**src/rtl/bottle_flip_game.sv**
```systemverilog
`default_nettype none
// ============================================================================
// Module   : bottle_flip_game
// Purpose  : Game-state core of the bottle-flip game. Holds three landing
//            squares and the player, runs a jump of the requested distance,
//            judges the landing, keeps a saturating 4-digit BCD score and
//            scrolls the playfield after every successful landing.
// Ports    : clk        - render clock, one rising edge per frame
//            restart    - synchronous active-high reset
//            jump_dist  - requested jump distance, 0 = no request
//            square1    - square the player stands on {center, half_width}
//            square2    - target square               {center, half_width}
//            square3    - next square                 {center, half_width}
//            player     - {x, height}
//            out_score  - four BCD digits, [15:12] = thousands
//            perfect    - one-cycle pulse on a centre hit
// Options  : PERFECT_BONUS_EN - when defined a perfect landing scores 2
//            instead of 1.
// Revision : 1.0 - initial release
// ============================================================================
module bottle_flip_game #(
    parameter int SQ_WIDTH     = 12,
    parameter int PLAYER_WIDTH = 14
) (
    input  logic                    clk,
    input  logic                    restart,
    input  logic [7:0]              jump_dist,
    output logic [SQ_WIDTH-1:0]     square1,
    output logic [SQ_WIDTH-1:0]     square2,
    output logic [SQ_WIDTH-1:0]     square3,
    output logic [PLAYER_WIDTH-1:0] player,
    output logic [15:0]             out_score,
    output logic                    perfect
);

    localparam logic [2:0] c_IDLE   = 3'd0;
    localparam logic [2:0] c_JUMP   = 3'd1;
    localparam logic [2:0] c_LAND   = 3'd2;
    localparam logic [2:0] c_SCROLL = 3'd3;
    localparam logic [2:0] c_OVER   = 3'd4;

    localparam logic [SQ_WIDTH-1:0] c_SQ1_INIT = {8'd8,  4'd3};
    localparam logic [SQ_WIDTH-1:0] c_SQ2_INIT = {8'd23, 4'd3};
    localparam logic [SQ_WIDTH-1:0] c_SQ3_INIT = {8'd40, 4'd2};
    localparam logic [7:0]          c_HOME_X   = 8'd8;
    localparam logic [7:0]          c_LFSR_INIT = 8'hA5;

    // Registered state
    logic [2:0]          r_state;
    logic [SQ_WIDTH-1:0] r_sq1, r_sq2, r_sq3;
    logic [7:0]          r_px;
    logic [5:0]          r_ph;
    logic [15:0]         r_score;
    logic                r_perfect;
    logic [7:0]          r_lfsr;
    logic [7:0]          r_step;
    logic [7:0]          r_dist;
    logic [7:0]          r_scroll;

    // Next-state values
    logic [2:0]          w_state;
    logic [SQ_WIDTH-1:0] w_sq1, w_sq2, w_sq3;
    logic [7:0]          w_px;
    logic [5:0]          w_ph;
    logic [15:0]         w_score;
    logic                w_perfect;
    logic [7:0]          w_step;
    logic [7:0]          w_dist;
    logic [7:0]          w_scroll;

    // Helpers
    logic [7:0]  w_step_inc;
    logic [7:0]  w_rem;
    logic [7:0]  w_hmin;
    logic [5:0]  w_height;
    logic [7:0]  w_c2;
    logic [7:0]  w_c3;
    logic [7:0]  w_offset;
    logic        w_hit;
    logic        w_center_hit;
    logic [15:0] w_score_one;
    logic [15:0] w_score_add;
    logic [7:0]  w_k;
    logic        w_lfsr_fb;

    // Saturating BCD increment; 9999 is the ceiling.
    function automatic logic [15:0] bcd_inc(input logic [15:0] v);
        logic [15:0] res;
        logic        carry;
        res   = v;
        carry = 1'b1;
        if (v != 16'h9999) begin
            for (int i = 0; i < 4; i++) begin
                if (carry) begin
                    if (res[4*i +: 4] == 4'd9) begin
                        res[4*i +: 4] = 4'd0;
                    end else begin
                        res[4*i +: 4] = res[4*i +: 4] + 4'd1;
                        carry         = 1'b0;
                    end
                end
            end
        end
        return res;
    endfunction

    // Move a square left by k units, keeping its half width.
    function automatic logic [SQ_WIDTH-1:0] sq_shift(input logic [SQ_WIDTH-1:0] sq,
                                                     input logic [7:0] k);
        return {sq[SQ_WIDTH-1 -: 8] - k, sq[3:0]};
    endfunction

    // Jump arc: height is the distance to the nearer end of the jump.
    assign w_step_inc = r_step + 8'd1;
    assign w_rem      = r_dist - w_step_inc;
    assign w_hmin     = (w_step_inc < w_rem) ? w_step_inc : w_rem;
    assign w_height   = (w_hmin > 8'd63) ? 6'd63 : w_hmin[5:0];

    // Landing judgement against the target square.
    assign w_c2         = r_sq2[SQ_WIDTH-1 -: 8];
    assign w_c3         = r_sq3[SQ_WIDTH-1 -: 8];
    assign w_offset     = (r_px >= w_c2) ? (r_px - w_c2) : (w_c2 - r_px);
    assign w_hit        = (w_offset <= {4'd0, r_sq2[3:0]});
    assign w_center_hit = (w_offset == 8'd0);
    assign w_score_one  = bcd_inc(r_score);

`ifdef PERFECT_BONUS_EN
    assign w_score_add = w_center_hit ? bcd_inc(w_score_one) : w_score_one;
`else
    assign w_score_add = w_score_one;
`endif

    // Scroll at most two units per frame.
    assign w_k = (r_scroll >= 8'd2) ? 8'd2 : r_scroll;

    // x^8 + x^6 + x^5 + x^4 + 1
    assign w_lfsr_fb = r_lfsr[7] ^ r_lfsr[5] ^ r_lfsr[4] ^ r_lfsr[3];

    always_comb begin
        w_state   = r_state;
        w_sq1     = r_sq1;
        w_sq2     = r_sq2;
        w_sq3     = r_sq3;
        w_px      = r_px;
        w_ph      = r_ph;
        w_score   = r_score;
        w_perfect = 1'b0;
        w_step    = r_step;
        w_dist    = r_dist;
        w_scroll  = r_scroll;

        case (r_state)
            c_IDLE: begin
                if (jump_dist != 8'd0) begin
                    w_dist  = jump_dist;
                    w_px    = c_HOME_X;
                    w_ph    = 6'd0;
                    w_step  = 8'd0;
                    w_state = c_JUMP;
                end
            end
            c_JUMP: begin
                w_step = w_step_inc;
                w_px   = (r_px == 8'hFF) ? r_px : (r_px + 8'd1);
                w_ph   = w_height;
                if (w_step_inc == r_dist) begin
                    w_state = c_LAND;
                end
            end
            c_LAND: begin
                if (w_hit) begin
                    w_score   = w_score_add;
                    w_perfect = w_center_hit;
                    w_scroll  = w_c2 - c_HOME_X;
                    w_state   = c_SCROLL;
                end else begin
                    w_state = c_OVER;
                end
            end
            c_SCROLL: begin
                if (r_scroll == 8'd0) begin
                    // Target becomes the home square; a fresh square is
                    // spawned at a pseudo-random gap beyond the new target.
                    w_sq1   = r_sq2;
                    w_sq2   = r_sq3;
                    w_sq3   = {w_c3 + 8'd12 + {4'd0, r_lfsr[3:0]},
                               4'd2 + {2'd0, r_lfsr[5:4]}};
                    w_state = c_IDLE;
                end else begin
                    w_sq1    = sq_shift(r_sq1, w_k);
                    w_sq2    = sq_shift(r_sq2, w_k);
                    w_sq3    = sq_shift(r_sq3, w_k);
                    w_px     = r_px - w_k;
                    w_scroll = r_scroll - w_k;
                end
            end
            c_OVER: begin
                w_ph = 6'd0;
            end
            default: begin
                w_state = c_IDLE;
            end
        endcase
    end

    always_ff @(posedge clk) begin
        if (restart) begin
            r_state   <= c_IDLE;
            r_sq1     <= c_SQ1_INIT;
            r_sq2     <= c_SQ2_INIT;
            r_sq3     <= c_SQ3_INIT;
            r_px      <= c_HOME_X;
            r_ph      <= 6'd0;
            r_score   <= 16'h0000;
            r_perfect <= 1'b0;
            r_lfsr    <= c_LFSR_INIT;
            r_step    <= 8'd0;
            r_dist    <= 8'd0;
            r_scroll  <= 8'd0;
        end else begin
            r_state   <= w_state;
            r_sq1     <= w_sq1;
            r_sq2     <= w_sq2;
            r_sq3     <= w_sq3;
            r_px      <= w_px;
            r_ph      <= w_ph;
            r_score   <= w_score;
            r_perfect <= w_perfect;
            r_lfsr    <= {r_lfsr[6:0], w_lfsr_fb};
            r_step    <= w_step;
            r_dist    <= w_dist;
            r_scroll  <= w_scroll;
        end
    end

    assign square1   = r_sq1;
    assign square2   = r_sq2;
    assign square3   = r_sq3;
    assign player    = {r_px, r_ph};
    assign out_score = r_score;
    assign perfect   = r_perfect;

endmodule
`default_nettype wire

```
**config.mk**
```make
export PLATFORM = sky130hd
export DESIGN_NAME = bottle_flip_game
export DESIGN_NICKNAME = d
export VERILOG_FILES = /design/src/rtl/bottle_flip_game.sv
export SDC_FILE = /design/constraint.sdc
export NUM_CORES = 1
export LEC_CHECK = 0
export CAP_MARGIN = 10
export CELL_PAD_IN_SITES_DETAIL_PLACEMENT = 1
export CELL_PAD_IN_SITES_GLOBAL_PLACEMENT = 2
export CORE_MARGIN = 4
export CORE_UTILIZATION = 35
export CTS_BUF_LIST = sky130_fd_sc_hd__clkbuf_8
export CTS_CLUSTER_SIZE = 24
export DETAILED_ROUTE_END_ITERATION = 6
export HOLD_SLACK_MARGIN = 0.05
export PLACE_DENSITY = 0.91
export RECOVER_POWER = 25
export SYNTH_ARGS = -nofsm -noshare
export SYNTH_HDL_FRONTEND = slang
export SYNTH_SLANG_ARGS = --single-unit
export TNS_END_PERCENT = 30
```
**constraint.sdc**
```tcl
create_clock -name clk -period 4.6 [get_ports clk]
set_clock_uncertainty 0.1 [all_clocks]
set_input_delay 0.69 -clock clk [delete_from_list [all_inputs] [get_ports clk]]
set_output_delay 0.69 -clock clk [all_outputs]
set_load 0.02 [all_outputs]
```
# After elaboration in Yosys (flattened, before gate mapping)
# Cells that the tools add are included.
# totals
regBits	102
latchBits	0
ram_bits	0
rom_bits	0
inputBits	10
output_inout_bits	67
word_cells	119
n_memories	0
# classes
add_sub_neg	18
mul	0
div_mod_pow	0
order_cmp	5
n_eq_ne	17
shift	0
mux	35
n_bitwise	6
n_reduce_logical	20
# ops
cell	count
8-bit 2-to-1 mux	9
8-bit subtractor	8
12-bit 2-to-1 mux	3
8-bit one-hot mux with 2 select lines	2
8-bit one-hot mux with 3 select lines	1
4-bit AND reduction	5
6-bit one-hot mux with 3 select lines	1
4-bit by 1-bit adder with 4-bit output (second input constant)	4
8-bit by 1-bit adder with 8-bit output (second input constant)	2
4-bit == test (second input constant)	4
8-bit logical NOT	2
4-bit 2-to-1 mux	4
16-bit inequality test (second input constant)	1
3-bit one-hot mux with 5 select lines	1
3-bit 2-to-1 mux	4
6-bit 2-to-1 mux	2
2-bit inequality test (second input constant)	6
8-bit by 4-bit adder with 8-bit output	1
8-bit by 4-bit adder with 8-bit output (second input constant)	1
8-bit == test	1
8-bit == test (second input constant)	1
8-bit by 2-bit >= comparator with 1-bit output (second input constant)	1
8-bit >= comparator	1
8-bit by 6-bit greater-than comparator with 1-bit output (second input constant)	1
other kinds (17)	35

# Logic depth before layout (Yosys ltp)
# Gate-level depths: netlist of run 1.
# logic_depth
ltp_word	8
depth_mapped	19
depth_no_buf	17

# Least setup slack after synthesis of run 1
# No wires, ideal clock.
# synth_path
path_type	register -> register
start	register r_sq2[5] (netlist: square2[5])
end	register r_score[12] (netlist: out_score[12])
setup_ns	0.121
t_arrival_ns	4.066
required_time_ns	4.379
path_slack_ns	0.313
stages_incl_launch_ff	17
period_less_slack_ns	4.287
cell_sequence	dfxtp_1 -> inv_1 -> fa_1 -> a21oi_2 -> o21ai_2 -> a211oi_4 -> nor2_4 -> mux2_2 -> ha_1 -> a21o_1 -> a21oi_1 -> a31oi_1 -> a2111oi_4 -> nand4_2 -> buf_6 -> nor4_1 -> mux2_2
# synth_between
elab_chain_cells	4
word_cells_on_any_way	6
# synth_rtl
element	line	rtl
start, declared	50	logic [SQ_WIDTH-1:0] r_sq1, r_sq2, r_sq3;
start signal, assigned	210	r_sq2 <= c_SQ2_INIT;
start signal, assigned	223	r_sq2 <= w_sq2;
8-bit subtractor / 8-bit >= comparator (equally long branches)	122	assign w_offset = (r_px >= w_c2) ? (r_px - w_c2) : (w_c2 - r_px);
8-bit 2-to-1 mux *	122	
8-bit by 4-bit less-or-equal comparator with 1-bit output *	123	assign w_hit = (w_offset <= {4'd0, r_sq2[3:0]});
4-bit AND reduction (no line) *	--	
end signal, assigned	227	r_score <= w_score;
end, declared	53	logic [15:0] r_score;
# Every way passes the cells marked *; elsewhere a longest branch is shown, timed or not.
# A chain may end at the register's enable or synchronous reset.

# Worst setup path after layout of run 1
# layout_path
start	register r_px[0]
end	register r_score[4] (netlist: out_score[4])
# layout_between
elab_chain_cells	4
word_cells_on_any_way	6
# layout_rtl
element	line	rtl
start, declared	51	logic [7:0] r_px;
start signal, assigned	212	r_px <= c_HOME_X;
start signal, assigned	225	r_px <= w_px;
8-bit subtractor / 8-bit >= comparator (equally long branches)	122	
8-bit 2-to-1 mux *	122	
8-bit by 4-bit less-or-equal comparator with 1-bit output *	123	
4-bit AND reduction (no line) *	--	
# Marks and branches as above.

==> results of run 1 <==
through the flow:
stage / std cells / cell area (µm²)
floorplan: 924 / 7330
global placement: 1253 / 8420
detailed placement: 1253 / 8420
CTS: 1267 / 8590
global route: 1271 / 8670
finish: 1271 / 8670
how the worst max path moves through the flow:
stage | startpoint | endpoint | slack [ns] | cells after the start
after floorplan | square2[5] | out_score[12] | 0.31 | 16
after global placement | r_px[0] | out_score[12] | 0.20 | 17
after detailed placement | r_px[0] | out_score[12] | 0.03 | 17
after CTS | r_px[0] | out_score[12] | 0.03 | 17
after global routing | r_px[0] | out_score[2] | 0.02 | 18
final | r_px[0] | out_score[4] | 0.27 | 17
registers in the layout, summed over array words and instances (netlist names):
register and flops:
out_score 16, perfect 1, r_dist 8, r_lfsr 8, r_ph 6, r_px 8, r_scroll 8, r_state 3
r_step 8, square1 11, square2 11, square3 11
cells in the mapped netlist, drive strengths merged (3+ instances only):
library cell | count | area (µm²)
a311oi | 6 | 52.6
nand2b | 14 | 87.6
and3 | 8 | 50.1
a2111oi | 5 | 62.6
nor2 | 84 | 323
o41ai | 3 | 26.3
a21boi | 4 | 30.0
mux2 | 7 | 78.8
a31oi | 12 | 75.1
o21ai | 38 | 198
nor3b | 3 | 22.5
buf | 10 | 63.8
fa | 8 | 160
and2 | 4 | 25.0
o211ai | 9 | 67.6
a22oi | 7 | 52.6
nor2b | 18 | 113
mux2i | 16 | 160
nand3 | 25 | 125
or2 | 6 | 37.5
nor4 | 5 | 31.3
or3 | 10 | 62.6
a211oi | 15 | 135
xnor2 | 22 | 200
clkbuf | 32 | 120
o21bai | 5 | 37.5
nand4 | 13 | 87.6
inv | 72 | 270
or4 | 7 | 52.6
a21o | 13 | 97.6
nand2 | 85 | 322
nor3 | 25 | 125
maj3 | 3 | 30.0
o32a | 3 | 30.0
nand3b | 3 | 22.5
xor2 | 20 | 175
o21a | 6 | 45.0
a21oi | 67 | 343
dfxtp | 99 | 1980
a222oi | 3 | 30.0
ha | 69 | 863
o31ai | 10 | 75.1
layer usage:
layer,part of all wire,GRT usage
met3,0.033,0.0270
met5,0,0
met4,0.019,0.0561
met2,0.47,0.320
met1,0.47,0.246
power breakdown:
group / internal, W / leakage, nW / switching (W)
combinational: 0.000512 / 2.78 / 0.000732
sequential: 0.000917 / 0.804 / 0.0000647
clock: 0.000196 / 0.0824 / 0.000341
total: 0.00162 / 3.67 / 0.00114
logic make-up (layout without fill, tap and decap cells):
logic type | Yosys count | count (layout) | share of synthesized area
AND/OR/NAND/NOR | 318 | 319 | 0.218
AO/OA/AOI/OAI | 229 | 229 | 0.217
buffers and inverters | 114 | 190 | 0.0625
flip-flops | 99 | 99 | 0.273
adder cells (fa/ha/maj) | 80 | 80 | 0.145
XOR/XNOR | 42 | 42 | 0.0516
multiplexers | 23 | 23 | 0.0329
other | 2 | 19 | 0.00103
layout make-up:
cell class	instances	area share
clock buffers	9	0.0143
clock inverters	5	0.00447
inverters	72	0.0312
multi-input cells	712	0.572
flip-flops and latches	99	0.229
well taps	270	0.0390
repair buffers	104	0.110
what timing repair did:
action                     CTS  global route
setup endpoints to repair    0            29
buffers inserted             0             3
gates resized for setup      0            11
hold buffers                 0             0
==> reports/results.txt, run 1 <==
crit path kind: flip-flop to flip-flop
Req. time, crit path: 4.79 ns
initial drt markers: 289
Top delay family on crit path: compound AO/OA/AOI/OAI gates
Reg2Reg Depth: 17
Leakage: 3.67 nW
Setup-failing EPs final: 0
max-capacitance violation count: 1
f_max: 0.231 GHz
core box area: 20300 µm²
RSZ-0062 raised after global routing: no
FF+latch area: 1980 µm²
Power, Total: 0.00276 W
Die ar.: 23100 µm²
clock transition at the registers of the reported paths: 0.10 ns
CP Capture Type: flip-flop
most common cell after layout, fill and taps aside: dfxtp_1
HP Class: flip-flop to flip-flop
Routed Wire Length: 21.9 mm
Clock Root Buffer: clkbuf_8
vias in the first global route: 7154
Final Hold Fails: 0
CTS sink cnt: 99
GP Congestion: 0.867
hold depth: 1
Setup WS post-layout: 0.266 ns
total I/O pin count: 77
grt ovf: 0
Detail Route Antenna Nets: 0
Layout Utilization: 0.427
Rel. slew slack: -0.337
R2R Setup Slk: 0.27 ns
CP Cell Sequence: inv_1 > ha_1 > inv_1 > fa_1 > a21oi_2 > o21ai_2 > a211oi_4 > nor2_4 > mux2_2 > ha_1 > a21o_1 > a21oi_1 > a31oi_1 > a2111oi_4 > and4_2 > and3_1 > mux2_1
yosys warns: 0
CTS tree: yes
Critical Path Max Stage Delay: 0.42 ns
Initial Util: 0.358
synthesis-to-finish area growth: 19.3%
crit path max-delay cell type: fa_1
Die X: 152 µm
first-pass GRT wire length: 36.4 mm
fraction of layout cells with a size suffix above 1: 0.0859
Worst Path Max Fanout: 7
pin count of the biggest net entering global routing: 51
clock tree buffer depth: 2
initial antenna violation count: 0
Buf/Inv on CP: 2
Rows: 52
wire per inst: 17.2 µm
hold_sp: r_lfsr[6]
H-tree levels: 3
DR DRC count: 0
Seq/Total Area, Yosys: 0.273
slew of the pin with the lowest slew margin: 2.01 ns
Die Y: 152 µm
layout net count: 1085
Syn Area/Cell: 8.01 µm²
pwr/cell area: 319 nW/µm²
clock buffer count from CTS: 9
worst vdd ir: 0.154 mV
drt pass-1 iters: 5
Final Max Tran Viols: 40
pre-CTS WS: 0.0311 ns
Mapped Cells: 907
Main synth FF type: dfxtp_1
Final Cycle Share: 0.942
WP data arrival: 4.52 ns
R2R Path End: out_score[4]
area of the multi-input gates: 4960 µm²
RR Startpoint: r_px[0]
startpoint types: flip-flop
status: finished with violations
detailed placement HPWL: 16.7 mm
Tot GR Track Use: 0.187
Vias: 6860
failing checks: max-capacitance violations, max-slew violations
Distinct cells, synth: 83
clk_lat worst skew: 0.39 ns
setup TNS: 0 ns
synthesis-stage register bit count: 99
number of synthesized flops with an enable pin: 0
vias per cell: 5.40
Post-Syn Area: 7270 µm²
most frequent cells in the layout: dfxtp_1, nand2_1, nor2_1
asr flop ratio synth: 0
Filler cells: 2484
IO Port Bufs: 73
Hold Path End: r_lfsr[7]
worst hold slack: 0.335 ns
post-layout min period: 4.33 ns
diode count: 0
(Power assumes the default switching activity.)
==> inputs of run 2 (changes only) <==
Settings changed: ABC_CLOCK_PERIOD_IN_PS from default to 3800, CORE_UTILIZATION 35 to 32, PLACE_DENSITY 0.91 to 0.88.
Clock period 4.6 ns to 3.8 ns, I/O delays scaled along.
==> run 2 against run 1 <==
  * The run ends with negative setup slack left
  * Die area increased by 8.9%
  * Global-route usage decreased by 0.63 points
  * Total power increased by 33%
  * Critical path depth increased by 2
  * Final area increased by 8.5%
  * Maximum frequency increased by 9.8%
  * Largest cell class unchanged
  * Largest power group unchanged
  * Highest routed layer unchanged
==> reports/results.txt, run 2 (same netlist as run 1, synthesis figures left out) <==
clock buffer count from CTS: 9 (unchanged)
Vias: 7119 (was 6860)
vias in the first global route: 7375 (was 7154)
Top delay family on crit path: compound AO/OA/AOI/OAI gates (unchanged)
initial drt markers: 309 (was 289)
DR DRC count: 0 (unchanged)
first-pass GRT wire length: 38.2 mm (was 36.4 mm)
Rows: 54 (was 52)
wire per inst: 17.8 µm (was 17.2 µm)
detailed placement HPWL: 18.0 mm (was 16.7 mm)
R2R Path End: r_state[2] (was out_score[4])
failing checks: negative setup slack (was max-capacitance violations, max-slew violations)
CP Capture Type: flip-flop (unchanged)
Final Hold Fails: 0 (unchanged)
max-capacitance violation count: 0 (was 1)
status: finished with violations (unchanged)
IO Port Bufs: 73 (unchanged)
f_max: 0.253 GHz (was 0.231 GHz)
pwr/cell area: 390 nW/µm² (was 319 nW/µm²)
Post-Layout Inst Area: 9410 µm² (was 8670 µm²)
grt ovf: 0 (unchanged)
total I/O pin count: 77 (unchanged)
Reg2Reg Depth: 19 (was 17)
most common cell after layout, fill and taps aside: dfxtp_1 (unchanged)
CTS sink cnt: 99 (unchanged)
drt pass-1 iters: 4 (was 5)
clock tree buffer depth: 2 (unchanged)
startpoint types: flip-flop (unchanged)
fraction of layout cells with a size suffix above 1: 0.175 (was 0.0859)
CP Cell Sequence: inv_4 > ha_4 > inv_2 > fa_2 > a21oi_4 > o21ai_4 > a211oi_4 > nor2_4 > mux2_4 > ha_4 > buf_4 > buf_4 > a31oi_4 > buf_4 > a2111o_1 > nor4b_4 > buf_4 > or4_1 > a211oi_2 (was inv_1 > ha_1 > inv_1 > fa_1 > a21oi_2 > o21ai_2 > a211oi_4 > nor2_4 > mux2_2 > ha_1 > a21o_1 > a21oi_1 > a31oi_1 > a2111oi_4 > and4_2 > and3_1 > mux2_1)
most frequent cells in the layout: dfxtp_1, nand2_1, nor2_1 (unchanged)
Hold Path End: r_lfsr[7] (unchanged)
max reg flops: 16 (unchanged)
Setup-failing EPs final: 15 (was 0)
Clock Root Buffer: clkbuf_8 (unchanged)
clock transition at the registers of the reported paths: 0.12 ns (was 0.10 ns)
layout net count: 1137 (was 1085)
CTS tree: yes (unchanged)
diode count: 0 (unchanged)
core box area: 22100 µm² (was 20300 µm²)
Tot GR Track Use: 0.181 (was 0.187)
crit path max-delay cell type: or4_1 (was fa_1)
GP Congestion: 0.819 (was 0.867)
RSZ-0062 raised after global routing: yes (was no)
clk_lat worst skew: 0.41 ns (was 0.39 ns)
crit path kind: flip-flop to flip-flop (unchanged)
R2R Setup Slk: -0.15 ns (was 0.27 ns)
synthesis-to-finish area growth: 29.4% (was 19.3%)
Detail Route Antenna Nets: 0 (unchanged)
area of placed instances: 8840 µm² (was 8420 µm²)
Die X: 159 µm (was 152 µm)
Rel. slew slack: 0.336 (was -0.337)
HP Class: flip-flop to flip-flop (unchanged)
most common cell type on the critical path: buf_4
vias per cell: 5.33 (was 5.40)
pin count of the biggest net entering global routing: 88 (was 51)
initial antenna violation count: 0 (unchanged)
hold_sp: r_lfsr[6] (unchanged)
worst vdd ir: 0.240 mV (was 0.154 mV)
Req. time, crit path: 4.03 ns (was 4.79 ns)
hold depth: 1 (unchanged)
slew of the pin with the lowest slew margin: 0.997 ns (was 2.01 ns)
Setup WS post-layout: -0.148 ns (was 0.266 ns)
H-tree levels: 3 (unchanged)
Die Y: 159 µm (was 152 µm)
Critical Path Max Stage Delay: 0.52 ns (was 0.42 ns)
Die ar.: 25200 µm² (was 23100 µm²)
Final Cycle Share: 1.04 (was 0.942)
Leakage: 3.92 nW (was 3.67 nW)
post-layout min period: 3.95 ns (was 4.33 ns)
WP data arrival: 4.18 ns (was 4.52 ns)
Final Max Tran Viols: 0 (was 40)
setup TNS: -1.16 ns (was 0 ns)
Worst Path Max Fanout: 3 (was 7)
RR Startpoint: r_px[0] (unchanged)
Initial Util: 0.329 (was 0.358)
Buf/Inv on CP: 6 (was 2)
Routed Wire Length: 23.8 mm (was 21.9 mm)
## run 2: worst max-delay path by stage
stage	startpoint	endpoint	slack (ns)	depth (start not counted)
floorplan	r_step[0]	r_ph[3]	-0.003	16
global placement	r_step[0]	r_ph[3]	-0.02	16
detailed placement	r_step[0]	r_ph[0]	-0.24	16
CTS	r_px[0]	out_score[15]	-0.10	18
global route	r_px[0]	out_score[8]	-0.32	18
finish	r_px[0]	r_state[2]	-0.15	19
## run 2: layout make-up
type | count | area [µm²]
clock inverter | 7 | 58.8
timing repair buffer | 157 | 1370
tap | 280 | 350
multi-input combinational | 711 | 5230
inverter | 72 | 273
fill | 2651 | 12700
sequential | 99 | 2000
clock buffer | 9 | 124
## run 2: power by group
group | internal [W] | switching (W) | total (W)
combinational | 0.000793 | 0.000986 | 0.00178
clock | 0.000250 | 0.000443 | 0.000694
sequential | 0.00111 | 0.0000813 | 0.00119
total | 0.00216 | 0.00151 | 0.00367
## run 2: routing by layer
layer  global-route usage  share of wire
met1                0.213           0.44
met4               0.0619          0.027
met2                0.337           0.51
met3               0.0259          0.021
met5                    0              0
## run 2: per-stage QoR
step | instances | worst slack, ns | hold WS [ns] | power (W) | utilization
4_1_cts | 1328 | -0.105 | 0.331 | 0.00360 | 0.415
3_5_place_dp | 1308 | -0.238 | 0.304 | 0.00282 | 0.400
3_3_place_gp | 1308 | -0.0211 | 0.301 | 0.00277 | 0.400
6_report | 1335 | -0.148 | 0.327 | 0.00367 | 0.426
2_1_floorplan | 924 | -0.00253 | 0.289 | 0.00229 | -
5_1_grt | 1335 | -0.316 | 0.341 | 0.00391 | 0.426
## run 2: repair_timing
action,in CTS,in global routing
endpoints found under the setup margin,26,35
resized for setup,23,35
pin swaps,12,8
hold endpoints to repair,0,0
gates cloned,1,0
hold buffers,0,0
buffers inserted,3,7
## run 2: worst reg2reg max path, cell delays in order (launching register included)
cell and delay, ns:
dfxtp_4 0.37, inv_4 0.06, ha_4 0.12, inv_2 0.03
fa_2 0.36, a21oi_4 0.17, o21ai_4 0.08, a211oi_4 0.27
nor2_4 0.07, mux2_4 0.32, ha_4 0.22, buf_4 0.12
buf_4 0.13, a31oi_4 0.19, buf_4 0.14, a2111o_1 0.16
nor4b_4 0.07, buf_4 0.16, or4_1 0.52, a211oi_2 0.20
